### src/rtl/mac_core_if.sv
// mac_core_if: operand-in / result-out handshake bundle for mac_core.
// All lanes share a single valid/ready pair.
interface mac_core_if #(
  parameter int IN_DATA_WIDTH = 8,
  parameter int NUM_LANES     = 4,
  parameter int ACC_WIDTH     = 24
);
  logic                               i_valid;
  logic                               o_ready;
  logic                               i_first;
  logic                               i_last;
  logic                               i_signed;
  logic [NUM_LANES*IN_DATA_WIDTH-1:0] i_a;
  logic [NUM_LANES*IN_DATA_WIDTH-1:0] i_b;
  logic                               o_valid;
  logic                               i_ready;
  logic [NUM_LANES*ACC_WIDTH-1:0]     o_result;
  logic [NUM_LANES-1:0]               o_overflow;

  modport master (
    output i_valid, i_first, i_last, i_signed,
    output i_a, i_b, i_ready,
    input  o_ready, o_valid, o_result, o_overflow
  );

  modport slave (
    input  i_valid, i_first, i_last, i_signed,
    input  i_a, i_b, i_ready,
    output o_ready, o_valid, o_result, o_overflow
  );
endinterface

### src/rtl/mac_core.sv
// mac_core: multi-lane pipelined multiply-accumulate with frame markers.
// Operand register, MUL_STAGES product stages, then accumulate/output.
module mac_core #(
  parameter int IN_DATA_WIDTH = 8,
  parameter int NUM_LANES     = 4,
  parameter int MUL_STAGES    = 2,
  parameter int ACC_WIDTH     = 24
) (
  input logic       clk,
  input logic       reset,
  mac_core_if.slave bus
);
  localparam int W  = IN_DATA_WIDTH;
  localparam int PW = 2 * W;
  localparam int N  = NUM_LANES;
  localparam int S  = MUL_STAGES;
  localparam int AW = ACC_WIDTH;

  logic en;
  assign en = !bus.o_valid || bus.i_ready;
  assign bus.o_ready = en;

  logic         in_v, in_f, in_l, in_s;
  logic [N*W-1:0] in_a, in_b;

  always_ff @(posedge clk or posedge reset) begin
    if (reset) begin
      in_v <= 1'b0;
      in_f <= 1'b0;
      in_l <= 1'b0;
      in_s <= 1'b0;
      in_a <= '0;
      in_b <= '0;
    end else if (en) begin
      in_v <= bus.i_valid;
      in_f <= bus.i_first;
      in_l <= bus.i_last;
      in_s <= bus.i_signed;
      in_a <= bus.i_a;
      in_b <= bus.i_b;
    end
  end

  // Extending both operands to PW bits lets one multiplier serve both modes
  logic [PW-1:0] ax [N];
  logic [PW-1:0] bx [N];
  logic [PW-1:0] prod [N];

  always_comb begin
    for (int k = 0; k < N; k++) begin
      ax[k] = {{W{in_s & in_a[k*W+W-1]}}, in_a[k*W +: W]};
      bx[k] = {{W{in_s & in_b[k*W+W-1]}}, in_b[k*W +: W]};
      prod[k] = ax[k] * bx[k];
    end
  end

  logic [PW-1:0] pp [S][N];
  logic [S-1:0]  pv, pf, pl, ps;

  always_ff @(posedge clk or posedge reset) begin
    if (reset) begin
      pv <= '0;
      pf <= '0;
      pl <= '0;
      ps <= '0;
      for (int i = 0; i < S; i++)
        for (int k = 0; k < N; k++)
          pp[i][k] <= '0;
    end else if (en) begin
      pv[0] <= in_v;
      pf[0] <= in_f;
      pl[0] <= in_l;
      ps[0] <= in_s;
      for (int k = 0; k < N; k++)
        pp[0][k] <= prod[k];
      for (int i = 1; i < S; i++) begin
        pv[i] <= pv[i-1];
        pf[i] <= pf[i-1];
        pl[i] <= pl[i-1];
        ps[i] <= ps[i-1];
        for (int k = 0; k < N; k++)
          pp[i][k] <= pp[i-1][k];
      end
    end
  end

  logic v_l, f_l, l_l, s_l;
  assign v_l = pv[S-1];
  assign f_l = pf[S-1];
  assign l_l = pl[S-1];
  assign s_l = ps[S-1];

  logic [AW-1:0] acc [N];
  logic [N-1:0]  ovf_q;
  logic [AW-1:0] ext [N];
  logic [AW-1:0] base [N];
  logic [AW:0]   wide [N];
  logic [AW-1:0] sum [N];
  logic [N-1:0]  step_ovf;
  logic [N-1:0]  sticky_n;

  always_comb begin
    for (int k = 0; k < N; k++) begin
      ext[k] = AW'(pp[S-1][k]);
      if (s_l && pp[S-1][k][PW-1])
        ext[k] = ext[k] | ~AW'({PW{1'b1}});
      base[k] = f_l ? '0 : acc[k];
      wide[k] = {1'b0, base[k]} + {1'b0, ext[k]};
      sum[k]  = wide[k][AW-1:0];
      step_ovf[k] = s_l
        ? (base[k][AW-1] == ext[k][AW-1]) &&
          (sum[k][AW-1] != base[k][AW-1])
        : wide[k][AW];
      sticky_n[k] = (!f_l && ovf_q[k]) | step_ovf[k];
    end
  end

  logic           valid_q;
  logic [N*AW-1:0] res_q;
  logic [N-1:0]    ovf_out_q;

  always_ff @(posedge clk or posedge reset) begin
    if (reset) begin
      valid_q   <= 1'b0;
      res_q     <= '0;
      ovf_out_q <= '0;
      ovf_q     <= '0;
      for (int k = 0; k < N; k++)
        acc[k] <= '0;
    end else if (en) begin
      valid_q <= v_l && l_l;
      if (v_l && l_l) begin
        for (int k = 0; k < N; k++) begin
          res_q[k*AW +: AW] <= sum[k];
          acc[k] <= '0;
        end
        ovf_out_q <= sticky_n;
        ovf_q     <= '0;
      end else if (v_l) begin
        for (int k = 0; k < N; k++)
          acc[k] <= sum[k];
        ovf_q <= sticky_n;
      end
    end
  end

  assign bus.o_valid    = valid_q;
  assign bus.o_result   = res_q;
  assign bus.o_overflow = ovf_out_q;
endmodule

### src/flat_wrapper.sv
// flat-port wrapper written by rule: the top's interface ports become plain ports
module mac_core_flat 
#(
  parameter int IN_DATA_WIDTH = 8,
  parameter int NUM_LANES     = 4,
  parameter int MUL_STAGES    = 2,
  parameter int ACC_WIDTH     = 24
)
  (clk, reset, bus_i_valid, bus_i_first, bus_i_last, bus_i_signed, bus_i_a, bus_i_b, bus_i_ready, bus_o_ready, bus_o_valid, bus_o_result, bus_o_overflow);
  mac_core_if #(.IN_DATA_WIDTH(IN_DATA_WIDTH), .NUM_LANES(NUM_LANES), .ACC_WIDTH(ACC_WIDTH)) bus_i ();
  input logic clk;
  input logic reset;
  input wire logic [$bits(bus_i.i_valid)-1:0] bus_i_valid;
  input wire logic [$bits(bus_i.i_first)-1:0] bus_i_first;
  input wire logic [$bits(bus_i.i_last)-1:0] bus_i_last;
  input wire logic [$bits(bus_i.i_signed)-1:0] bus_i_signed;
  input wire logic [$bits(bus_i.i_a)-1:0] bus_i_a;
  input wire logic [$bits(bus_i.i_b)-1:0] bus_i_b;
  input wire logic [$bits(bus_i.i_ready)-1:0] bus_i_ready;
  output wire logic [$bits(bus_i.o_ready)-1:0] bus_o_ready;
  output wire logic [$bits(bus_i.o_valid)-1:0] bus_o_valid;
  output wire logic [$bits(bus_i.o_result)-1:0] bus_o_result;
  output wire logic [$bits(bus_i.o_overflow)-1:0] bus_o_overflow;
  assign bus_i.i_valid = bus_i_valid;
  assign bus_i.i_first = bus_i_first;
  assign bus_i.i_last = bus_i_last;
  assign bus_i.i_signed = bus_i_signed;
  assign bus_i.i_a = bus_i_a;
  assign bus_i.i_b = bus_i_b;
  assign bus_i.i_ready = bus_i_ready;
  assign bus_o_ready = bus_i.o_ready;
  assign bus_o_valid = bus_i.o_valid;
  assign bus_o_result = bus_i.o_result;
  assign bus_o_overflow = bus_i.o_overflow;
  mac_core #(.IN_DATA_WIDTH(IN_DATA_WIDTH), .NUM_LANES(NUM_LANES), .MUL_STAGES(MUL_STAGES), .ACC_WIDTH(ACC_WIDTH)) u_core (.clk(clk), .reset(reset), .bus(bus_i));
endmodule
### config.mk
export PLATFORM = sky130hd
export DESIGN_NAME = mac_core_flat
export DESIGN_NICKNAME = d
export VERILOG_FILES = /design/src/rtl/mac_core_if.sv /design/src/rtl/mac_core.sv /design/src/flat_wrapper.sv
export SDC_FILE = /design/constraint.sdc
export NUM_CORES = 2
export LEC_CHECK = 0
export BUFFER_PORTS_ARGS = -buffer_cell sky130_fd_sc_hd__buf_2
export CAP_MARGIN = 40
export CORE_ASPECT_RATIO = 1.4
export CORE_MARGIN = 4
export CORE_UTILIZATION = 50
export DETAILED_ROUTE_END_ITERATION = 12
export GPL_ROUTABILITY_DRIVEN = 0
export PLACE_DENSITY = 0.63
export RECOVER_POWER = 50
export SYNTH_ARGS = -nofsm -noshare
export SYNTH_HDL_FRONTEND = slang
export SYNTH_SLANG_ARGS = --single-unit
export TNS_END_PERCENT = 1
### constraint.sdc
create_clock -name clk -period 16.1 [get_ports clk]
set_input_delay 1.61 -clock clk [delete_from_list [all_inputs] [get_ports clk]]
set_output_delay 1.61 -clock clk [all_outputs]
set_load 0.03 [all_outputs]
==> impl_metrics.env <==
export IMPL_grt_max_degree=174
export IMPL_area_growth_pct=9.66
export IMPL_cts_setup_buffers=0
export IMPL_grt_pass1_vias=24611
export IMPL_vias=23288
export IMPL_ys_async_sr_fraction_pct=100
export IMPL_fin_worst_hold_slack_ns=0.451
export IMPL_met3_usage_pct=2.59
export IMPL_core_um2=61200
export IMPL_row_count=107
export IMPL_portBuffers=172
export IMPL_cts_tree="done"
export IMPL_ctsHoldBuffers=0
export IMPL_critPathRequiredTime_ns=16.61
export IMPL_drtIter0Drc=1282
export IMPL_ys_warn_count=0
export IMPL_layout_drive_gt1_share_pct=7.35
export IMPL_finalHoldViolations=0
export IMPL_ys_seq_elements=405
export IMPL_fin_nets=4043
export IMPL_use_met2_pct=41.0
export IMPL_fin_crit_sh_pct=47.9
export IMPL_clk_latency_ns=0.60
export IMPL_critPathKind="input pin to register"
export IMPL_htreeDepth=2
export IMPL_ant_nets=0
export IMPL_cts_resized=0
export IMPL_num_antenna_cells=0
export IMPL_placed_area_um2=32600
export IMPL_root_buffer="clkbuf_16"
export IMPL_crit_path_end_kind="register"
export IMPL_tightest_slew_ns=4.74
export IMPL_post_route_drc_count=0
export IMPL_rsz0062_at_grt="false"
export IMPL_slowest_delay_ns=2.53
export IMPL_initial_utilization_pct=50.6
export IMPL_min_path_type="register to register"
export IMPL_drv_cap=5
export IMPL_yosysSeqAreaShare_pct=32.7
export IMPL_wirelength_mm=75.4
export IMPL_drt_first_pass_iters=5
export IMPL_num_io_pins=173
export IMPL_setup_viol=0
export IMPL_clockBufferDepth=3
export IMPL_synth_nets=3959
export IMPL_final_cells=4340
export IMPL_slowest_stage="clkbuf_1"
export IMPL_drv_slew=339
export IMPL_start_kind="input pin"
export IMPL_grt_total_usage_pct=23.3
export IMPL_dp_cells=4258
export IMPL_syn_cell_area_um2=31000
export IMPL_clkTransAtPathRegs_ns=0.06
export IMPL_overflow=0
export IMPL_dieArea_um2=66100
export IMPL_ys_flop_type="dfrtp_1"
export IMPL_crit_fanout=86
export IMPL_vias_per_cell=5.37
export IMPL_clock_skew_ns=0.0379
export IMPL_fmax_mhz=130
export IMPL_cts_sinks=405
export IMPL_die_w_um=218
export IMPL_dp_hpwl_mm=56.6
export IMPL_synth_top_area_share_pct=32.7
export IMPL_syn_inst=3404
export IMPL_violations="max-capacitance violations, max-slew violations"
export IMPL_numCtsBuffers=45
export IMPL_ys_top_cells_by_area="dfrtp_1 (33%), fa_1 (17%), nand2_1 (11%), ha_1 (9.2%), inv_1 (4.1%)"
export IMPL_die_h_um=303
export IMPL_design_area_um2=34000
export IMPL_tns_ns=0
export IMPL_synth_avg_cell_area_um2=9.10
export IMPL_cp_arrival_ns=8.22
export IMPL_busiest_layer="met2"
export IMPL_cp_cell_sequence="clkbuf_1, nor2b_4, clkbuf_1, clkinvlp_2, clkbuf_1, and3_2, buf_4, nand2_1, a311o_1, o211ai_1"
export IMPL_crit_path_frequent_cell="clkbuf_1"
export IMPL_timing_final_crit_period_ns=7.71
export IMPL_outcome="complete, but fails checks"
export IMPL_antenna_found_initial=2
export IMPL_yosysTopAreaCell="dfrtp_1"
export IMPL_maxSlewHeadroom_pct=-218
export IMPL_post_drt_wl_per_cell_um=17.4
export IMPL_grt_pass1_wl_mm=126
export IMPL_synth_edf_count=0
export IMPL_met1_usage_pct=30.5
export IMPL_synth_cell_type_count=82
[cell usage after synthesis, types with 3 or more instances]
cell type,instances
o21bai_1,9
nand2b_1,21
a21oi_2,4
and3_1,19
o211ai_1,15
ha_1,228
clkbuf_1,142
a211o_1,5
nor2b_1,111
nand3_1,20
or3_1,6
o31ai_1,7
buf_1,8
a31o_2,3
a211oi_1,13
mux2i_1,4
a21o_1,36
buf_2,3
inv_1,340
nor2_1,105
dfrtp_1,405
o21ai_0,91
nor3b_1,8
o2111ai_1,4
fa_1,256
and2_1,148
xor2_1,40
o21a_1,14
a21boi_0,7
nand2_1,868
o21ai_1,7
a31oi_1,15
or2_2,11
xnor2_1,107
a21oi_1,125
mux2_2,35
a22o_1,83
nand4_1,4
nor3_1,21
[metal layers]
layer  part of all wire (%)  wire, µm
met3                    3.7      2820
met5                      0         0
met2                     50     37700
met4                    2.8      2130
met1                     43     32800
[final cells by class]
type,instances,area [µm²]
Fill cell,5706,27200
Tap cell,817,1020
Clock inverter,21,254
Sequential cell,405,10100
Timing Repair Buffer,191,983
Multi-Input combinational cell,2503,19000
Inverter,342,1290
Clock buffer,61,1290
[registers in the layout, summed over array words and instances (netlist names), 4 cells and up]
name                   flops
u_core.pp                128
u_core.bus.o_result       96
u_core.bus.o_overflow      4
u_core.in_b               32
u_core.ovf_q               4
u_core.in_a               32
u_core.acc                96
[kinds of logic after synthesis]
family | after synthesis | synth area share [%]
xor+xnor | 147 | 4.15
mux | 40 | 1.45
buf+inv | 496 | 6.04
simple gates | 1359 | 19.6
compound gates | 473 | 10.3
flops | 405 | 32.7
fa+ha+maj | 484 | 25.7
[layout by cell type, fill, tap and decap left out, drive strengths merged, types with 6 or more instances in the layout]
cell | Yosys | layout
nor2 | 105 | 105
clkbuf | 142 | 145
o21a | 14 | 14
or3 | 6 | 6
xor2 | 40 | 40
nand2 | 868 | 868
a31oi | 15 | 15
fa | 256 | 256
ha | 228 | 228
buf | 12 | 107
nor3b | 8 | 8
a211oi | 13 | 13
or2 | 12 | 12
o211ai | 16 | 16
inv | 341 | 342
o31ai | 8 | 8
o21bai | 9 | 9
clkinv | 1 | 12
dfrtp | 405 | 405
mux2 | 36 | 36
o21ai | 99 | 99
nand3 | 20 | 20
nor2b | 111 | 111
a22o | 83 | 83
a21oi | 129 | 129
and2 | 148 | 148
xnor2 | 107 | 107
a21boi | 9 | 9
and3 | 20 | 20
a21o | 36 | 36
nand2b | 21 | 21
nor3 | 21 | 21
[critical path, delay by kind of cell]
kind	cells	cell delay, ns
simple gates	3	1.10
compound gates	2	0.39
buf+inv	5	4.99
[per-stage QoR]
stage                     utilization, %  worst slack [ns]
final                               55.5              8.39
after global routing                55.5              6.97
after CTS                           55.8             10.14
after detailed placement            53.3             10.19
after global placement              53.0             10.38
after floorplan                        -              3.22
[final timing paths]
kind / slack, ns / to / cells after the start / from
worst max-delay path: 8.39 / u_core.acc[94]$_DFFE_PP0P_ / 10 / bus_i_ready
max in group asynchronous: 8.56 / u_core.in_a[20]$_DFFE_PP0N_ / 4 / reset
min in group asynchronous: 2.48 / u_core.acc[74]$_DFFE_PP0P_ / 2 / reset
worst min register to register: 0.45 / u_core.pp[47]$_DFFE_PP0N_ / 2 / u_core.pp[111]$_DFFE_PP0N_
worst min-delay path: 0.45 / u_core.pp[47]$_DFFE_PP0N_ / 2 / u_core.pp[111]$_DFFE_PP0N_
worst max register to register: 9.08 / u_core.acc[94]$_DFFE_PP0P_ / 9 / u_core.bus.o_valid$_DFFE_PP0N_
Power is not shown: default switching activity piles up to over one toggle a cycle in this logic, so the estimate is an artifact.
